**src/rtl/elevator_pkg.sv**
```systemverilog
// Shared constants and types for the hall-call dispatcher and the fleet logic around it.
package elevator_pkg;

  localparam int N_FLOORS            = 8;
  localparam int FLOOR_W             = 3;
  localparam int N_CARS              = 3;
  localparam int ACK_TIMEOUT_DEFAULT = 4;
  localparam int TIMER_W             = 4;

  typedef logic [FLOOR_W-1:0] floor_t;
  typedef logic [1:0]         car_idx_t;

  typedef enum logic {
    IDLE  = 1'b0,
    OFFER = 1'b1
  } disp_state_e;

  function automatic floor_t floor_dist(input floor_t a, input floor_t b);
    return (a >= b) ? floor_t'(a - b) : floor_t'(b - a);
  endfunction

endpackage

```
**src/rtl/elevator_dispatcher_nearest_car_sel.sv**
```systemverilog
// Picks the eligible car closest to a target floor; ties resolve to the lowest car index.
module nearest_car_sel
  import elevator_pkg::*;
(
  input  floor_t              i_target,
  input  floor_t              i_car_floor0,
  input  floor_t              i_car_floor1,
  input  floor_t              i_car_floor2,
  input  logic [N_CARS-1:0]   i_eligible,
  output car_idx_t            o_car,
  output logic                o_found
);

  floor_t   w_floors [N_CARS];
  floor_t   w_dist;
  floor_t   w_best;
  car_idx_t w_car;
  logic     w_found;

  assign w_floors[0] = i_car_floor0;
  assign w_floors[1] = i_car_floor1;
  assign w_floors[2] = i_car_floor2;

  // Strict less-than keeps the earliest (lowest-index) car on equal distance.
  always_comb begin
    w_dist  = '0;
    w_best  = '0;
    w_car   = '0;
    w_found = 1'b0;
    for (int c = 0; c < N_CARS; c++) begin
      w_dist = floor_dist(w_floors[c], i_target);
      if (i_eligible[c] && (!w_found || (w_dist < w_best))) begin
        w_found = 1'b1;
        w_best  = w_dist;
        w_car   = car_idx_t'(c);
      end
    end
  end

  assign o_car   = w_car;
  assign o_found = w_found;

endmodule

```
**src/rtl/elevator_dispatcher.sv**
```systemverilog
// Hall-call dispatcher: latches calls, round-robins over pending floors and offers each to the
// nearest idle car. Offer handshake: a car's dispatch_valid stays high with dispatch_floor stable
// until that car raises dispatch_ack (accepted), drops car_idle, or the ack timeout expires.
module elevator_dispatcher
  import elevator_pkg::*;
#(
  parameter int ACK_TIMEOUT = ACK_TIMEOUT_DEFAULT
) (
  input  logic                clk,
  input  logic                rst,
  input  logic                call_valid,
  input  floor_t              call_floor,
  input  floor_t              car_floor1,
  input  floor_t              car_floor2,
  input  floor_t              car_floor3,
  input  logic                car_idle1,
  input  logic                car_idle2,
  input  logic                car_idle3,
  input  logic                dispatch_ack1,
  input  logic                dispatch_ack2,
  input  logic                dispatch_ack3,
  output logic                dispatch_valid1,
  output logic                dispatch_valid2,
  output logic                dispatch_valid3,
  output floor_t              dispatch_floor,
  output logic [N_FLOORS-1:0] pending,
  output disp_state_e         dbg_state
);

  disp_state_e         r_state;
  logic [N_FLOORS-1:0] r_pending;
  logic [N_CARS-1:0]   r_valid;
  logic [N_CARS-1:0]   r_mask;
  floor_t              r_floor;
  floor_t              r_rr_ptr;
  logic [TIMER_W-1:0]  r_timer;

  logic [N_CARS-1:0]   w_idle;
  logic [N_CARS-1:0]   w_ack;
  logic [N_CARS-1:0]   w_eligible;
  logic [N_FLOORS-1:0] w_call_bit;
  logic [N_FLOORS-1:0] w_clear_bit;
  logic [N_FLOORS-1:0] w_pending_next;
  logic                w_acked;
  logic                w_offer_lost;
  logic                w_expired;
  logic                w_scan_found;
  floor_t              w_scan_floor;
  floor_t              w_scan_idx;
  car_idx_t            w_sel_car;
  logic                w_car_found;

  assign w_idle       = {car_idle3, car_idle2, car_idle1};
  assign w_ack        = {dispatch_ack3, dispatch_ack2, dispatch_ack1};
  assign w_eligible   = w_idle & ~r_mask;
  assign w_acked      = (r_state == OFFER) && |(r_valid & w_ack);
  assign w_offer_lost = !(|(r_valid & w_idle));
  assign w_expired    = (r_timer == TIMER_W'(ACK_TIMEOUT - 1));

  // Clear wins over a same-edge call, so a call merging into the accepted floor disappears.
  always_comb begin
    w_call_bit  = '0;
    w_clear_bit = '0;
    for (int i = 0; i < N_FLOORS; i++) begin
      w_call_bit[i]  = call_valid && (call_floor == floor_t'(i));
      w_clear_bit[i] = w_acked && (r_floor == floor_t'(i));
    end
    w_pending_next = (r_pending | w_call_bit) & ~w_clear_bit;
  end

  // Scan upward from rr_ptr+1; floor_t arithmetic wraps because N_FLOORS is a power of two.
  always_comb begin
    w_scan_found = 1'b0;
    w_scan_floor = '0;
    w_scan_idx   = '0;
    for (int k = 1; k <= N_FLOORS; k++) begin
      w_scan_idx = r_rr_ptr + floor_t'(k);
      if (!w_scan_found && r_pending[w_scan_idx]) begin
        w_scan_found = 1'b1;
        w_scan_floor = w_scan_idx;
      end
    end
  end

  nearest_car_sel u_nearest_car_sel (
    .i_target     (w_scan_floor),
    .i_car_floor0 (car_floor1),
    .i_car_floor1 (car_floor2),
    .i_car_floor2 (car_floor3),
    .i_eligible   (w_eligible),
    .o_car        (w_sel_car),
    .o_found      (w_car_found)
  );

  always_ff @(posedge clk) begin
    if (rst) begin
      r_state   <= IDLE;
      r_pending <= '0;
      r_valid   <= '0;
      r_mask    <= '0;
      r_floor   <= '0;
      r_rr_ptr  <= floor_t'(N_FLOORS - 1);
      r_timer   <= '0;
    end else begin
      r_pending <= w_pending_next;
      case (r_state)
        IDLE: begin
          // A timed-out car sits out exactly one selection, then becomes eligible again.
          r_mask <= '0;
          if (w_scan_found && w_car_found) begin
            r_valid <= N_CARS'(1) << w_sel_car;
            r_floor <= w_scan_floor;
            r_timer <= '0;
            r_state <= OFFER;
          end
        end
        OFFER: begin
          if (w_acked) begin
            r_valid  <= '0;
            r_rr_ptr <= r_floor;
            r_state  <= IDLE;
          end else if (w_expired || w_offer_lost) begin
            r_valid <= '0;
            r_mask  <= r_valid;
            r_state <= IDLE;
          end else begin
            r_timer <= r_timer + 1'b1;
          end
        end
        default: r_state <= IDLE;
      endcase
    end
  end

  assign dispatch_valid1 = r_valid[0];
  assign dispatch_valid2 = r_valid[1];
  assign dispatch_valid3 = r_valid[2];
  assign dispatch_floor  = r_floor;
  assign pending         = r_pending;
  assign dbg_state       = r_state;

endmodule
```
**config.mk**
```make
export PLATFORM = sky130hd
export DESIGN_NAME = elevator_dispatcher
export DESIGN_NICKNAME = d
export VERILOG_FILES = /design/src/rtl/elevator_pkg.sv /design/src/rtl/elevator_dispatcher_nearest_car_sel.sv /design/src/rtl/elevator_dispatcher.sv
export SDC_FILE = /design/constraint.sdc
export NUM_CORES = 1
export LEC_CHECK = 0
export ABC_AREA = 1
export ABC_CLOCK_PERIOD_IN_PS = 5450
export BUFFER_PORTS_ARGS = -buffer_cell sky130_fd_sc_hd__buf_4
export CORE_AREA = 4 4 83 85
export CTS_CLUSTER_DIAMETER = 60
export DETAILED_ROUTE_END_ITERATION = 10
export DIE_AREA = 0 0 87 89
export GPL_TIMING_DRIVEN = 0
export PLACE_DENSITY_LB_ADDON = 0.15
export SLEW_MARGIN = 20
export SYNTH_ARGS = -nofsm -noshare
export SYNTH_HDL_FRONTEND = slang
export SYNTH_SLANG_ARGS = --single-unit
```
**constraint.sdc**
```tcl
create_clock -name clk -period 5.45 [get_ports clk]
set_input_delay 0.545 -clock clk [delete_from_list [all_inputs] [get_ports clk]]
set_output_delay 0.545 -clock clk [all_outputs]
set_load 0.1 [all_outputs]
```
==> flow_metrics.env <==
export IMPL_drcViolationCount=0
export IMPL_syn_to_final_growth_pct=21.88
export IMPL_insertion_delay_ns=0.27
export IMPL_synthCells=372
export IMPL_antennaDiodeCount=0
export IMPL_status="completed"
export IMPL_r2r_start="r_rr_ptr[1]"
export IMPL_min_delay_start="r_mask[0]"
export IMPL_ios=36
export IMPL_rr_worst_depth=37
export IMPL_r2r_setup_slack_ns=0.38
export IMPL_crit_path_max_fanout=8
export IMPL_slew_violations=0
export IMPL_root_buffer="clkbuf_8"
export IMPL_drive_gt1_share_pct=23.39
export IMPL_routedWlPerCell_um=11.95
export IMPL_die_h_um=89
export IMPL_htree_levels=1
export IMPL_ctsHoldBuffers=0
export IMPL_maxSlewHeadroom_pct=65.91
export IMPL_crit_top_cell="nand2_1"
export IMPL_cp_arrival_ns=5.22
export IMPL_cts_tree="done"
export IMPL_numCtsBuffers=3
export IMPL_antenna_left=0
export IMPL_grt_remaining_overflow=0
export IMPL_hold_class="flop to flop"
export IMPL_post_route_min_period_ns=5.069
export IMPL_wirelength_mm=5.929
export IMPL_hold_viol_final=0
export IMPL_power_density_mw_per_mm2=618.4
export IMPL_ys_flop_type="dfxtp_1"
export IMPL_dpl_cell_count=483
export IMPL_r2r_end="r_valid[1]"
export IMPL_antenna_found_initial=0
export IMPL_critical_path_class="flop to flop"
export IMPL_leakage_nw=1.509
export IMPL_place_hpwl_mm=4.807
export IMPL_port_buffers=34
export IMPL_clk_path_buf_depth=2
export IMPL_core_mm2=0.006205
export IMPL_ys_warn_count=0
export IMPL_grt_use_total_pct=15.93
export IMPL_worstMarginPinSlew_ns=0.5114
export IMPL_synth_edf_count=0
export IMPL_crit_buf_inv=7
export IMPL_syn_area_per_cell_um2=6.717
export IMPL_ys_top_cells_by_area="dfxtp_1, nand2_1, ha_1"
export IMPL_ys_seq_area_share_pct=20.03
export IMPL_synth_seq_cells=25
export IMPL_fin_nets=471
export IMPL_finalClockSkew_ns=0.01025
export IMPL_ys_types=42
export IMPL_instances_no_fill=496
export IMPL_setup_viol=0
export IMPL_async_flop_share_pct=0
export IMPL_critPathCaptureType="flop"
export IMPL_mostFrequentLayoutCell="nand2_1"
export IMPL_fill_cells=641
export IMPL_hold_depth=2
export IMPL_die_area_mm2=0.007743
export IMPL_drt_initial_drc_count=121
export IMPL_critPathMaxStageDelay_ns=0.33
export IMPL_gp_congestion=0.8532
export IMPL_crit_cells=37
export IMPL_grt_pass1_wl_mm=10.04
export IMPL_critical_path_top_delay_family="simple AND/OR/NAND/NOR gates"
export IMPL_path_clk_slew_ns=0.09
export IMPL_multi_input_area_mm2=0.001822
export IMPL_p_total_mw=1.883
export IMPL_min_to="r_mask[0]"
export IMPL_yosysTopAreaCellShare_pct=20.03
export IMPL_syn_area_mm2=0.002499
export IMPL_viasPerCell=4.968
export IMPL_die_w_um=87
export IMPL_period_share_pct=93.02
export IMPL_start_kind="flop"
export IMPL_irDropWorstVdd_uv=326.4
export IMPL_synth_top_area_cell="dfxtp_1"
export IMPL_mostFrequentLayoutCells="nand2_1, buf_4, inv_1"
export IMPL_drv_cap=0
export IMPL_dr_pass1_iters=4
export IMPL_grt_pass1_vias=2216
export IMPL_initial_core_util_pct=40.27
export IMPL_dr_total_vias=2464
export IMPL_clkSinkCount=25
export IMPL_max_freq_mhz=197.3
export IMPL_rows=29
export IMPL_slowest_stage="dfxtp_2"
export IMPL_crit_required_ns=5.60
export IMPL_grt_max_degree=15
export IMPL_ff_latch_area_um2=513.0
export IMPL_synth_net_count=423
## metal layers
metal / vias up / part of all wire [%] / routed length (µm) / global-route usage [%]
li1: 1329 / - / - / -
met1: 1090 / 51 / 3023 / 22.22
met2: 38 / 46 / 2702 / 26.50
met3: 7 / 2.2 / 131 / 0.9217
met4: 0 / 1.2 / 73 / 4.816
met5: - / 0 / 0 / 0
## flip-flops by register name (all words and copies together), names as in the netlist
register / flops
dbg_state: 1
r_mask: 3
pending: 8
dispatch_floor: 3
r_valid: 3
r_rr_ptr: 3
r_timer: 4
## layout make-up
type,count,area share [%]
clock buffer,3,1.356
tap,77,3.164
clock inverter,1,0.1643
sequential,25,16.84
timing repair buffer,43,10.60
multi-input combinational,292,59.82
inverter,48,6.327
buffer,7,1.726
## synthesized netlist by cell type, types with 5 or more instances
library cell  instances
nand2_1             104
ha_1                 24
dfxtp_1              25
nand3_1              39
nor3_1               13
o21ai_1               5
nor2_1               20
o21ai_0               8
a21oi_1              29
o211ai_1              5
inv_1                42
fa_1                  6
## worst register-to-register path, delay by kind of cell (launching register included)
family                     cells  cell delay (ns)
AOI/OAI and AO/OA              8             1.03
xor gates and xnor gates       1             0.16
adders and majority gates      4             1.02
buffers and inverters          7             0.76
DFF                            1             0.33
muxes                          1             0.22
and+or+nand+nor               16             1.43
## metrics by stage
step | instance area, µm² | hold slack [ns] | worst slack, ns | utilization, % | TNS [ns]
floorplan | 2509 | 0.4457 | 0.1300 | - | 0
global placement | 2860 | 0.4589 | -0.8489 | 46.10 | -2.411
detailed placement | 2860 | 0.4580 | -0.8464 | 46.10 | -2.412
CTS | 2933 | 0.4731 | 0.02685 | 47.27 | 0
global route | 3045 | 0.4972 | -0.001732 | 49.08 | -0.001732
finish | 3045 | 0.4682 | 0.3806 | 49.08 | 0
## worst max path at each step
stage | start | to | slack (ns)
global placement | r_rr_ptr[1] | r_valid[1] | -0.85
floorplan | r_rr_ptr[1] | r_valid[1] | 0.13
detailed placement | r_rr_ptr[1] | r_valid[1] | -0.85
finish | r_rr_ptr[1] | r_valid[1] | 0.38
CTS | r_rr_ptr[1] | r_valid[1] | 0.03
global route | r_rr_ptr[1] | r_valid[1] | -0.002
## timing repair
| action | 4_1_cts | 5_1_grt |
|---|---|---|
| setup endpoints to repair | 3 | 3 |
| resized for setup | 4 | 21 |
| pin swaps | 2 | 5 |
| gates cloned | 0 | 0 |
| endpoints found under the hold margin | 0 | 0 |
| buffers inserted | 2 | 7 |
## power breakdown
part           internal [mW]  total (mW)  leakage [nW]  switching (mW)
sequential             0.208       0.236         0.206          0.0282
combinational          0.595        1.54          1.28           0.944
clock                 0.0512       0.108        0.0255          0.0572
total                  0.854        1.88          1.51            1.03
## logic make-up (layout without fill, tap and decap cells)
group	after synthesis	in the layout	share of synthesized area, %
multiplexers	4	4	1.602
adder cells (fa/ha/maj)	30	30	16.83
XOR/XNOR	5	5	2.354
flip-flops	25	25	20.03
buffers and inverters	55	102	9.413
AO/OA/AOI/OAI	56	56	12.77
AND/OR/NAND/NOR	197	197	37.01
(Power assumes the default switching activity.)
